===== src/rtl/slow_access_timer.sv =====
// Holds the accelerator in slow mode during accesses to slow-enabled devices and for a
// programmable number of prescaled ticks after each such bus cycle ends.
module slow_access_timer #(
    parameter int unsigned PRESCALE = 1000,
    parameter int unsigned PS_W     = 10
) (
    input  logic       CLK,
    input  logic       POR,
    input  logic       BACT,
    input  logic       IACKCS,
    input  logic       VIACS,
    input  logic       IWMCS,
    input  logic       SCCCS,
    input  logic       SCSICS,
    input  logic       SndCS,
    input  logic       SlowIACK,
    input  logic       SlowVIA,
    input  logic       SlowIWM,
    input  logic       SlowSCC,
    input  logic       SlowSCSI,
    input  logic       SlowSnd,
    input  logic       SlowClockGate,
    input  logic [3:0] SlowTimeout,
    output logic       Slow,
    output logic       ClockGate,
    output logic [3:0] Remaining
);

    typedef enum logic [1:0] {
        StIdle   = 2'd0,
        StAccess = 2'd1,
        StHold   = 2'd2
    } fsmState;

    localparam logic [PS_W-1:0] PsLast = PS_W'(PRESCALE - 1);

    fsmState          stateQ, stateD;
    logic [3:0]       cntQ, cntD;
    logic [PS_W-1:0]  psQ, psD;
    logic             bactR;
    logic             slowReq;
    logic             start;
    logic             tick;

    assign slowReq = (IACKCS & SlowIACK) | (VIACS & SlowVIA) | (IWMCS & SlowIWM) |
                     (SCCCS & SlowSCC) | (SCSICS & SlowSCSI) | (SndCS & SlowSnd);
    assign start   = BACT & ~bactR;
    assign tick    = (psQ == PsLast);

    always_comb begin
        stateD = stateQ;
        cntD   = cntQ;
        psD    = psQ;
        case (stateQ)
            StIdle: begin
                if (start && slowReq) begin
                    stateD = StAccess;
                end
            end
            StAccess: begin
                if (!BACT) begin
                    if (SlowTimeout == 4'd0) begin
                        stateD = StIdle;
                    end else begin
                        stateD = StHold;
                        cntD   = SlowTimeout;
                        psD    = '0;
                    end
                end
            end
            StHold: begin
                // A new slow access pre-empts the hold, even on the expiring tick.
                if (start && slowReq) begin
                    stateD = StAccess;
                end else begin
                    psD = tick ? '0 : psQ + PS_W'(1);
                    if (tick) begin
                        cntD = cntQ - 4'd1;
                        if (cntQ == 4'd1) begin
                            stateD = StIdle;
                        end
                    end
                end
            end
            default: stateD = StIdle;
        endcase
    end

    always_ff @(posedge CLK) begin
        if (POR) begin
            stateQ    <= StIdle;
            cntQ      <= '0;
            psQ       <= '0;
            bactR     <= 1'b0;
            Slow      <= 1'b0;
            ClockGate <= 1'b0;
        end else begin
            stateQ    <= stateD;
            cntQ      <= cntD;
            psQ       <= psD;
            bactR     <= BACT;
            Slow      <= (stateD != StIdle);
            ClockGate <= SlowClockGate & (stateD != StIdle);
        end
    end

    assign Remaining = (stateQ == StHold) ? cntQ : 4'd0;

endmodule


===== config.mk =====
export PLATFORM = sky130hd
export DESIGN_NAME = slow_access_timer
export DESIGN_NICKNAME = d
export VERILOG_FILES = /design/src/rtl/slow_access_timer.sv
export SDC_FILE = /design/constraint.sdc
export NUM_CORES = 1
export LEC_CHECK = 0
export CORE_ASPECT_RATIO = 1.2
export CORE_MARGIN = 2
export CORE_UTILIZATION = 45
export CTS_CLUSTER_DIAMETER = 80
export DETAILED_ROUTE_END_ITERATION = 7
export PLACE_DENSITY = 0.74
export SLEW_MARGIN = 30
export SYNTH_ARGS = -nofsm -noshare
export SYNTH_HDL_FRONTEND = slang
export SYNTH_SLANG_ARGS = --single-unit
export TNS_END_PERCENT = 50

===== constraint.sdc =====
create_clock -name CLK -period 2.2 [get_ports CLK]
set_input_delay 0.22 -clock CLK [delete_from_list [all_inputs] [get_ports CLK]]
set_output_delay 0.22 -clock CLK [all_outputs]
set_load 0.05 [all_outputs]

* Yosys cells after proc, flatten, opt, wreduce, memory -nomap -nowiden
Cells that the tools add are included.
** Word-level totals
- Register bits after elaboration :: 19
- Latch bits :: 0
- Bits in writable memories :: 0
- ROM bits :: 0
- Bits of input ports :: 20
- Memories kept :: 0
** Operators by class
- Add/sub/neg operators :: 2
- Multipliers :: 0
- Divide/modulo/power cells :: 0
- Magnitude comparators :: 0
- Eq/ne operators :: 8
- Shift-type cells :: 0
- Mux-type cells :: 18
- Bitwise logic cells :: 14
- Reductions and logical operators :: 7
** Operators by type and width (count)
- 10-bit two-way mux :: 4
- 4-bit two-way mux :: 5
- 10-bit one-hot mux with 2 select lines :: 1
- 2-bit two-way mux :: 6
- 10-bit by 1-bit adder with 10-bit output (second input constant) :: 1
- 10-bit == test (second input constant) :: 1
- 1-bit AND :: 8
- 2-bit != test (second input constant) :: 4
- 4-bit one-hot mux with 2 select lines :: 1
- 2-bit one-hot mux with 3 select lines :: 1
- 1-bit OR :: 5
- 5-bit AND reduction :: 1
- 4-bit by 1-bit == test with 1-bit output (second input constant) :: 1
- 4-bit zero test :: 1
- 4-bit AND reduction :: 1
- 2-bit nonzero test :: 2
- 4-bit by 1-bit subtractor with 4-bit output (second input constant) :: 1
- 2-bit by 1-bit == test with 1-bit output (second input constant) :: 1
- 2-bit == test (second input constant) :: 1
- 2-bit zero test :: 1
- 1-bit logical AND :: 1
- 1-bit NOT :: 1

* Longest topological paths before layout
- Word-level depth :: 11
- Depth in mapped cells :: 7
- Gate-level depth less buffers :: 7

* Worst setup path before layout
Ideal clock, no wire load.
- Kind :: reg2reg
- From :: reg psQ[0]
- To :: reg psQ[8]
- Arrival :: 1.649 ns
- Required time :: 2.129 ns
- Slack :: 0.480 ns
- Cell stages (with the launch flop) :: 7
- Clock period less this slack :: 1.720 ns
- Cell sequence :: dfxtp_1 ha_1 and2_1 a31o_2 nor3b_2 or3b_1 a21oi_1
** On the way
- Longest elaborated chain between the ends :: 4
** RTL lines
- start, declared :: RTL line 39 : logic [PS_W-1:0] psQ, psD;
- start signal, assigned :: RTL line 100 : psQ <= psD;
- 10-bit by 1-bit adder with 10-bit output or 10-bit == test (tied branches) :: RTL line 76, 48
- 10-bit two-way mux * :: RTL line 76 : psD = tick ? '0 : psQ + PS_W'(1);
- 10-bit two-way mux * :: RTL line 73 : if (start && slowReq) begin
- 10-bit one-hot mux with 2 select lines * :: RTL line 54 : case (stateQ)
Every way passes the cells marked *; elsewhere a longest branch is shown, timed or not. The select of a mux whose other input is x is not followed.
A chain may end at the register's enable or synchronous reset.

* Worst setup path in the final report
- From :: reg stateQ[0]
- To :: out Remaining[1]
** On the way
- Longest elaborated chain between the ends :: 2
** RTL lines
- start, declared :: RTL line 37 : fsmState stateQ, stateD;
- start signal, assigned :: RTL line 91 : stateQ <= StIdle;
- start signal, assigned :: RTL line 98 : stateQ <= stateD;
- 2-bit == test :: RTL line 107 : assign Remaining = (stateQ == StHold) ? cntQ : 4'd0;
- 4-bit two-way mux :: RTL line 107
- end, declared :: RTL line 26 : output logic [3:0] Remaining
No other way between the ends.

==> impl_metrics.ini <==
[run_status]
status = finished clean

[timing]
worstMarginPinSlew_ns = 0.521
clock.fmax_mhz = 486
final_hold_viol_count = 0
finalSetupTns_ns = 0
setup_slack_ns = 0.143
fin_crit_sh_pct = 93.5
report.final.setup_viol = 0
relSlewSlack_pct = 65.2
fin_crit_ns = 2.06
holdWs_ns = 0.470
maxSlewViolCount = 0
fin_skew_ns = 0.00786
grt_setup_unrepaired = false

[die]
num_rows = 19
dieArea_sq_um = 2770
die-height_microns = 57.3
ioPinCount = 26
die_width_microns = 48.4
core_area_sq_um = 2260
initial_core_util_pct = 47.1

[clocking]
path_clk_slew_ns = 0.11
cts-hold-fix-buffers = 0
cts_resized = 0
clock_sinks = 19
htreeDepth = 1
clockBufferDepth = 2
cts_buffers = 3
tritoncts = done
post_cts_buffers = 0
root_buffer = clkbuf_4
clock_latency_ns = 0.30

[worst_setup_path]
crit_type = flop to output pin
cp-start-kind = flop
end_kind = output pin
cp_max_fo = 14
r2r_slack_ns = 0.38
reg2reg_depth = 6
cp_cell_sequence = nand2b_4, nor2_1, clkdlybuf4s50_1
max_stage_delay_ns = 0.80
critPathLaunch = stateQ[0]$_SDFF_PP0_
worst_r2r_endpoint = psQ[8]$_SDFFE_PP0P_
cp.required_ns = 1.98
cp_slowest_cell = clkdlybuf4s50_1
reg2reg_from = psQ[0]$_SDFFE_PP0P_
crit_arrival_ns = 1.84

[detailed_routing]
drc_errors = 0
drt_iter0_markers = 6
wire_per_inst_microns = 12.5
postRouteAntennaNets = 0
routed_wirelength_microns = 2320
first_pass_iters = 4
via_per_inst = 5.42
via_count = 1008

[placed_design]
placed_area_sq_um = 1380
post-place-ws_ns = 0.155
hpwlAfterDp_microns = 1840
gp_congestion = 0.853
io_buffers = 25
dp.cells = 182

[logic_synthesis]
ys_ff_latch = 19
synth_common_cells = nor2_1 (21), dfxtp_1 (19), a21oi_1 (9), o21ai_0 (8), nand2_1 (6)
yosysSeqAreaShare_pct = 35.7
synth_edf_count = 0
synth_cell_types = 44
ys_async_sr_fraction_pct = 0
synth_most_common_cell = nor2_1
synth_flop_cell = dfxtp_1
syn_avg_cell_area_sq_um = 8.66
synth_top_area_share_pct = 35.7
syn_inst = 123
synth_nets = 146
netlist_area_sq_um = 1060
yosysWarnings = 0
synth_top_cell_by_area = dfxtp_1
synth.area.top_cells = dfxtp_1 (36%), nor2_1 (7.4%), a21oi_1 (4.2%)

[cells_and_area]
fin_cells = 186
final_util_pct = 62.3
n_antenna_cell = 0
final_nets = 179
area_delta_synth_final_pct = 32.1
drive_gt1_share_pct = 13.5
postLayoutCellArea_sq_um = 1410

[hold_path]
hold_path.class = input pin to flop
hold-path-cell-count = 2
holdCritStartpoint = SlowClockGate
hold_end = ClockGate$_SDFF_PP0_

[power_and_ir_drop]
peakVddDrop_mv = 0.391
p_total_mw = 0.676
power_density_nw_per_um2 = 481
cellLeakagePower_nw = 0.513

[job]
maxCapViolations = 0

[grt]
grt_overflow = 0
antenna_found_initial = 0
grt_pass1_wl_microns = 4280
grt_pass1_vias = 996
grt_start_max_net_pins = 15
grt_usage_pct = 19.0
worst max path at each step:
| stage | to | slack [ns] | depth (start not counted) |
|---|---|---|---|
| after floorplan | psQ[8]$_SDFFE_PP0P_ | 0.48 | 6 |
| after global placement | psQ[3]$_SDFFE_PP0P_ | 0.21 | 7 |
| after detailed placement | psQ[8]$_SDFFE_PP0P_ | 0.16 | 6 |
| after CTS | Remaining[0] | 0.13 | 3 |
| after global routing | Remaining[1] | 0.06 | 3 |
| final | Remaining[1] | 0.14 | 3 |
sequential cells by signal (all words and copies together) (netlist names):
| name | cells |
|---|---|
| psQ | 10 |
| Slow | 1 |
| cntQ | 4 |
| bactR | 1 |
| ClockGate | 1 |
| stateQ | 2 |
worst max-delay path: cells and delay by family, from the launching register on:
family,cells,cell delay (ns)
DFF,1,0.37
buffers and inverters,1,0.80
and+or+nand+nor,2,0.36
metal layers:
metal | vias up | share of wire, % | track usage (%)
met4 | 0 | 2.5 | 8.57
met5 | - | 0 | 0
li1 | 508 | - | -
met3 | 7 | 3.4 | 3.40
met2 | 19 | 53 | 34.7
met1 | 474 | 41 | 21.7
cell families after synthesis:
kind of cell    Yosys count  share of synthesized area, %
buf+inv                   5                          1.76
mux                       1                         0.940
fa+ha+maj                 3                          3.53
compound gates           35                          24.2
simple gates             55                          29.7
flops                    19                          35.7
xor+xnor                  5                          4.11
placed cells by master, fill, tap and decap left out, types with 3 or more instances in the layout:
cell type and count:
buf_4 7, clkbuf_4 3, clkdlybuf4s50_1 23, xor2_1 5, nand3_1 3, ha_1 3, o21ai_0 8, nor2_1 21
nand2_1 6, inv_1 3, dfxtp_1 19, a21oi_1 9, and2_1 5
area by class of cell:
cell class / count / area [sq um]
multi-input cells: 99 / 666
clock inverters: 1 / 5.00
clock buffers: 3 / 22.5
fillers: 206 / 852
repair buffers: 30 / 283
flip-flops and latches: 19 / 380
inverters: 3 / 11.3
well taps: 31 / 38.8
where the power goes:
group	switching [mW]	internal, mW	leakage [nW]
Combinational	0.0657	0.0685	0.341
Sequential	0.00796	0.354	0.154
Clock	0.112	0.0679	0.0177
Power figures use the tool's default switching activity.
